--- config.mk ---
export PLATFORM = sky130hd
export DESIGN_NAME = pc_sequencer
export DESIGN_NICKNAME = d
export VERILOG_FILES = /design/src/rtl/pc_seq_pkg.sv /design/src/rtl/pc_next_mux.sv /design/src/rtl/pc_sequencer.sv
export SDC_FILE = /design/constraint.sdc
export NUM_CORES = 1
export LEC_CHECK = 0
export ABC_AREA = 1
export CORE_MARGIN = 3
export CORE_UTILIZATION = 49
export CTS_CLUSTER_SIZE = 14
export DETAILED_ROUTE_END_ITERATION = 8
export GPL_TIMING_DRIVEN = 0
export PLACE_DENSITY = 0.76
export SYNTH_ARGS = -nofsm -noshare
export SYNTH_HDL_FRONTEND = slang
export SYNTH_HIERARCHICAL = 1
export SYNTH_SLANG_ARGS = --single-unit
--- constraint.sdc ---
create_clock -name clk_i -period 2.6 [get_ports clk_i]
set_clock_uncertainty 0.15 [all_clocks]
set_input_delay 0.52 -clock clk_i [delete_from_list [all_inputs] [get_ports clk_i]]
set_output_delay 0.52 -clock clk_i [all_outputs]
set_load 0.03 [all_outputs]
--- src/rtl/pc_seq_pkg.sv ---
// Shared definitions for the next-PC controller: FSM state encoding and
// default vector/increment constants.
package pc_seq_pkg;

  typedef enum logic [1:0] {
    BOOT      = 2'd0,
    RUN       = 2'd1,
    IRQ_ENTRY = 2'd2,
    HALT      = 2'd3
  } state_e;

  localparam logic [15:0] DEF_RESET_VEC = 16'h0000;
  localparam logic [15:0] DEF_IRQ_VEC   = 16'h0004;
  localparam logic [15:0] DEF_INC       = 16'h0001;

endpackage

--- src/rtl/pc_next_mux.sv ---
// Combinational next-PC selection: jump, taken branch, interrupt return,
// or sequential increment, in that priority order.
module pc_next_mux
  import pc_seq_pkg::*;
#(
  parameter int unsigned      WIDTH = 16,
  parameter int unsigned      OFF_W = 8,
  parameter logic [WIDTH-1:0] INC   = DEF_INC
) (
  input  logic [WIDTH-1:0] pc_i,
  input  logic             jump_i,
  input  logic [WIDTH-1:0] jump_target_i,
  input  logic             branch_i,
  input  logic             branch_taken_i,
  input  logic [OFF_W-1:0] branch_off_i,
  input  logic             reti_i,
  input  logic [WIDTH-1:0] epc_i,
  output logic [WIDTH-1:0] seq_o,
  output logic             reti_sel_o
);

  logic [WIDTH-1:0] offExt;
  logic [WIDTH-1:0] incPc;

  assign offExt = {{(WIDTH-OFF_W){branch_off_i[OFF_W-1]}}, branch_off_i};
  assign incPc  = pc_i + INC;

  // Branch offsets are relative to the following instruction; all adds wrap.
  always_comb begin
    seq_o      = incPc;
    reti_sel_o = 1'b0;
    if (jump_i) begin
      seq_o = jump_target_i;
    end else if (branch_i && branch_taken_i) begin
      seq_o = incPc + offExt;
    end else if (reti_i) begin
      seq_o      = epc_i;
      reti_sel_o = 1'b1;
    end
  end

endmodule

--- src/rtl/pc_sequencer.sv ---
// Program counter owner for the single-cycle CPU: boot bubble, redirects,
// stalls, single-level interrupt with saved return address, and halt.
module pc_sequencer
  import pc_seq_pkg::*;
#(
  parameter int unsigned      WIDTH     = 16,
  parameter int unsigned      OFF_W     = 8,
  parameter logic [WIDTH-1:0] INC       = DEF_INC,
  parameter logic [WIDTH-1:0] RESET_VEC = DEF_RESET_VEC,
  parameter logic [WIDTH-1:0] IRQ_VEC   = DEF_IRQ_VEC
) (
  input  logic             clk_i,
  input  logic             rst_ni,
  input  logic             stall_i,
  input  logic             jump_i,
  input  logic [WIDTH-1:0] jump_target_i,
  input  logic             branch_i,
  input  logic             branch_taken_i,
  input  logic [OFF_W-1:0] branch_off_i,
  input  logic             reti_i,
  input  logic             halt_i,
  input  logic             irq_i,
  output logic [WIDTH-1:0] pc_o,
  output logic             fetch_valid_o,
  output logic             irq_ack_o,
  output logic [WIDTH-1:0] epc_o,
  output logic             ie_o
);

  state_e           state_q, state_d;
  logic [WIDTH-1:0] pc_q, pc_d;
  logic [WIDTH-1:0] epc_q, epc_d;
  logic             ie_q, ie_d;
  logic             irqPend_q, irqPend_d;
  logic [WIDTH-1:0] seqPc;
  logic             retiSel;

  pc_next_mux #(
    .WIDTH (WIDTH),
    .OFF_W (OFF_W),
    .INC   (INC)
  ) u_next_mux (
    .pc_i           (pc_q),
    .jump_i         (jump_i),
    .jump_target_i  (jump_target_i),
    .branch_i       (branch_i),
    .branch_taken_i (branch_taken_i),
    .branch_off_i   (branch_off_i),
    .reti_i         (reti_i),
    .epc_i          (epc_q),
    .seq_o          (seqPc),
    .reti_sel_o     (retiSel)
  );

  always_ff @(posedge clk_i or negedge rst_ni) begin
    if (!rst_ni) begin
      state_q   <= BOOT;
      pc_q      <= RESET_VEC;
      epc_q     <= '0;
      ie_q      <= 1'b1;
      irqPend_q <= 1'b0;
    end else begin
      state_q   <= state_d;
      pc_q      <= pc_d;
      epc_q     <= epc_d;
      ie_q      <= ie_d;
      irqPend_q <= irqPend_d;
    end
  end

  always_comb begin
    state_d   = state_q;
    pc_d      = pc_q;
    epc_d     = epc_q;
    ie_d      = ie_q;
    irqPend_d = irqPend_q;
    case (state_q)
      BOOT: begin
        pc_d    = RESET_VEC;
        state_d = RUN;
      end
      RUN: begin
        if (stall_i) begin
          if (irq_i) irqPend_d = 1'b1;
        end else if ((irq_i || irqPend_q) && ie_q && !reti_i) begin
          // Current instruction retires; its own redirect becomes the return address.
          epc_d     = seqPc;
          pc_d      = IRQ_VEC;
          ie_d      = 1'b0;
          irqPend_d = 1'b0;
          state_d   = IRQ_ENTRY;
        end else begin
          pc_d = seqPc;
          if (retiSel) ie_d = 1'b1;
          // An irq colliding with reti is deferred to the next RUN cycle.
          if (reti_i && irq_i) irqPend_d = 1'b1;
          if (halt_i) state_d = HALT;
        end
      end
      IRQ_ENTRY: begin
        state_d = RUN;
      end
      HALT: begin
        if (irq_i && ie_q) begin
          epc_d     = pc_q;
          pc_d      = IRQ_VEC;
          ie_d      = 1'b0;
          irqPend_d = 1'b0;
          state_d   = IRQ_ENTRY;
        end
      end
      default: begin
        state_d = BOOT;
      end
    endcase
  end

  assign pc_o          = pc_q;
  assign fetch_valid_o = (state_q == RUN);
  assign irq_ack_o     = (state_q == IRQ_ENTRY);
  assign epc_o         = epc_q;
  assign ie_o          = ie_q;

endmodule

==> results.json <==
{
  "reg2reg_depth": 18,
  "critPathSlowestCell": "dfrtp_2",
  "path_clk_slew_ns": 0.07,
  "status": "complete, but fails checks",
  "critical_path.max_stage_delay_ns": 0.44,
  "antenna_found_initial": 0,
  "fin_crit_sh_pct": 113,
  "synthAdderAreaFrac_pct": 7.34,
  "ys_top_cells_by_area": "dfrtp_1, nand2_1, nand3_1",
  "synth.most_common_cell": "nand2_1",
  "grt_pass1_wl_mm": 21.3,
  "hpwlAfterDp_mm": 9.61,
  "firstDrtPassIters": 6,
  "track_usage_pct": 31.6,
  "cp_max_fo": 5,
  "rows": 30,
  "drt_iter0_drc": 358,
  "maxSlewHeadroom_pct": 42.7,
  "overflow": 0,
  "post_synth_num_cell_types": 45,
  "rr_startpoint": "pc_o[2]",
  "synthArstFlopShare_pct": 100,
  "wl_mm": 13.9,
  "synthTopCellsByCount": "nand2_1, nand3_1, inv_1",
  "syn-num-nets": 635,
  "gp_congestion": 0.931,
  "syn_area_mm2": 0.00368,
  "io_pins": 68,
  "violations": "negative setup slack",
  "report.final.slew_viol_count": 0,
  "layout_min_cycle_time_ns": 2.95,
  "synth_ff_type": "dfrtp_1",
  "rsz0062_at_grt": "yes",
  "coreArea_mm2": 0.00706,
  "powerDensity_mw_per_mm2": 1160,
  "synth_compound_area_share_pct": 11.3,
  "grt_pass1_vias": 4392,
  "drive_above_1_share_pct": 32.7,
  "final_core_util_pct": 79.1,
  "syn_area_per_cell_um2": 6.34,
  "area_growth_pct": 51.6,
  "hold_violations": 0,
  "seq_area_frac_synth_pct": 24.5,
  "path_cells": "nand2_2 -> nor2_4 -> nand4_1 -> xor2_2 -> inv_2 -> ha_4 -> a21o_1 -> nand3_1 -> nand2_1 -> a21oi_2 -> nand2_1 -> nand2_1 -> nand3_2 -> a21oi_4 -> nand2_1 -> nand2_1 -> nand3_1 -> nand2_1",
  "root_buffer": "clkbuf_8",
  "avgRoutedWirePerCell_um": 17.8,
  "synth_top_cell_by_area": "dfrtp_1",
  "crit_required_ns": 2.68,
  "hold_path_class": "input port to async pin",
  "setup_viol_count_final": 22,
  "r2r_end": "epc_o[14]",
  "dieArea_mm2": 0.00859,
  "ant_nets": 0,
  "yosys_warnings": 6,
  "tns_ns": -3.85,
  "r2r_setup_slack_ns": -0.35,
  "numClockSinks": 36,
  "ys_seq_elements": 36,
  "nets": 739,
  "arrival_ns": 3.02,
  "die_h_um": 92.7,
  "max_freq_mhz": 339,
  "synth-xor-area-share_pct": 3.29,
  "grt_max_degree": 37,
  "cts_tree": "built",
  "drt_drc_violations_left": 0,
  "ir_worst_vdd_v": 0.000859,
  "crit_path_end_kind": "flop",
  "cp-start-kind": "flop",
  "netlist_instances": 581,
  "htreeDepth": 2,
  "port_buffers": 66,
  "setup_slack_ns": -0.347,
  "synthSimpleGateAreaFrac_pct": 44.0,
  "diodes": 0,
  "vias": 4432,
  "synth_edf_count": 0,
  "p_total_mw": 6.48,
  "critPathKind": "flop to flop",
  "synth_top_family_by_area": "simple AND/OR/NAND/NOR gates",
  "via_per_inst": 5.67,
  "crit_top_cell": "nand2_1",
  "start_util_pct": 52.2,
  "maxCapViolations": 0,
  "yosys-mux-area-fraction_pct": 0,
  "yosys.area.top_type_share_pct": 23.8,
  "leakage_nw": 2.61,
  "worst_pin_slew_ns": 0.859,
  "cts_inserted_buffers": 5,
  "clk_latency_ns": 0.29,
  "die_x_um": 92.7,
  "clockBufferDepth": 2
}
-- layer usage --
metal | GRT usage [%] | routed length (um) | up-vias
li1 | - | - | 2087
met3 | 4.55 | 1150 | 51
met2 | 55.4 | 6810 | 243
met5 | 0 | 0 | -
met4 | 11.0 | 446 | 0
met1 | 39.5 | 5490 | 2051
-- stage by stage --
stage / cell area (um2) / worst slack (ns) / instances / hold WS (ns)
after CTS: 5210 / -0.239 / 774 / 0.212
after floorplan: 3760 / -0.0491 / 581 / 0.0744
after global routing: 5580 / -0.441 / 782 / 0.246
after global placement: 4550 / -0.764 / 743 / 0.311
final: 5580 / -0.347 / 782 / 0.191
after detailed placement: 4540 / -0.812 / 743 / 0.309
-- cells in the final DEF (no fill, tap or decap), types with 2 or more instances in the layout --
master           instances
xor2_2                   2
nor2_4                  12
nand4_1                  3
a21oi_2                  9
nand2_1                177
nand3_1                 64
nand3_4                  3
inv_1                   40
dfrtp_1                 24
xor2_1                   5
o21ai_2                  3
nand2_2                 29
o21ai_0                  6
ha_1                     2
nor2_2                   7
o211ai_1                 3
dfrtp_2                 11
nor2_1                  30
ha_4                    17
o221ai_1                 2
buf_2                    9
clkdlybuf4s50_1         63
a21oi_1                  7
a31oi_2                  2
clkbuf_2                 2
nand2_4                 16
nand3b_1                 3
xor2_4                   5
clkbuf_1                 3
buf_6                    3
and2_4                   2
inv_2                   19
o21ai_1                 21
o21bai_1                 3
a21oi_4                  7
buf_4                   33
clkbuf_8                 6
inv_4                    3
clkinv_1                 2
nand3_2                  8
-- kinds of logic (layout without fill, tap and decap cells) --
group / count (synthesis) / in the layout
AOI/OAI and AO/OA: 70 / 70
xor gates and xnor gates: 13 / 13
adders and majority gates: 21 / 21
buffers and inverters: 82 / 187
DFF: 36 / 36
and+or+nand+nor: 359 / 359
-- flip-flops by register name, summed over array words and instances, names as in the netlist --
name       count
pc_o          16
epc_o         16
irqPend_q      1
state_q        2
ie_o           1
-- report_power, final --
| group | internal [mW] | switching, mW |
|---|---|---|
| clock | 0.216 | 0.206 |
| combinational | 1.94 | 2.96 |
| sequential | 0.828 | 0.333 |
-- how the worst max path moves through the flow --
stage                      to  slack (ns)       startpoint
floorplan           epc_o[15]       -0.05          pc_o[1]
global route        epc_o[15]       -0.44          pc_o[8]
finish              epc_o[14]       -0.35          pc_o[2]
detailed placement  epc_o[14]       -0.81  branch_off_i[7]
CTS                 epc_o[15]       -0.24          pc_o[0]
global placement    epc_o[14]       -0.76  branch_off_i[7]
-- area by class of cell --
| type | count | area, um2 |
|---|---|---|
| clock buffer | 8 | 90.1 |
| multi-input combinational | 463 | 3190 |
| buffer | 18 | 110 |
| timing repair buffer | 97 | 908 |
| inverter | 64 | 248 |
| tap | 96 | 120 |
| sequential | 36 | 916 |
| fill | 508 | 1470 |
-- worst max-delay path, delay by kind of cell, from the launching register on --
family                     cells  cell delay, ns
AOI/OAI and AO/OA              3            0.55
DFF                            1            0.44
adders and majority gates      1            0.24
and+or+nand+nor               12            1.18
buffers and inverters          1            0.09
xor gates and xnor gates       1            0.25
-- timing repair --
action / in CTS / in global routing
endpoints found under the setup margin: 23 / 28
setup buffers: 23 / 8
gates resized for setup: 93 / 73
pin swaps: 62 / 47
hold buffers: 0 / 0
hold endpoints to repair: 0 / 0
No activity file was read; power rests on OpenSTA's default activity.
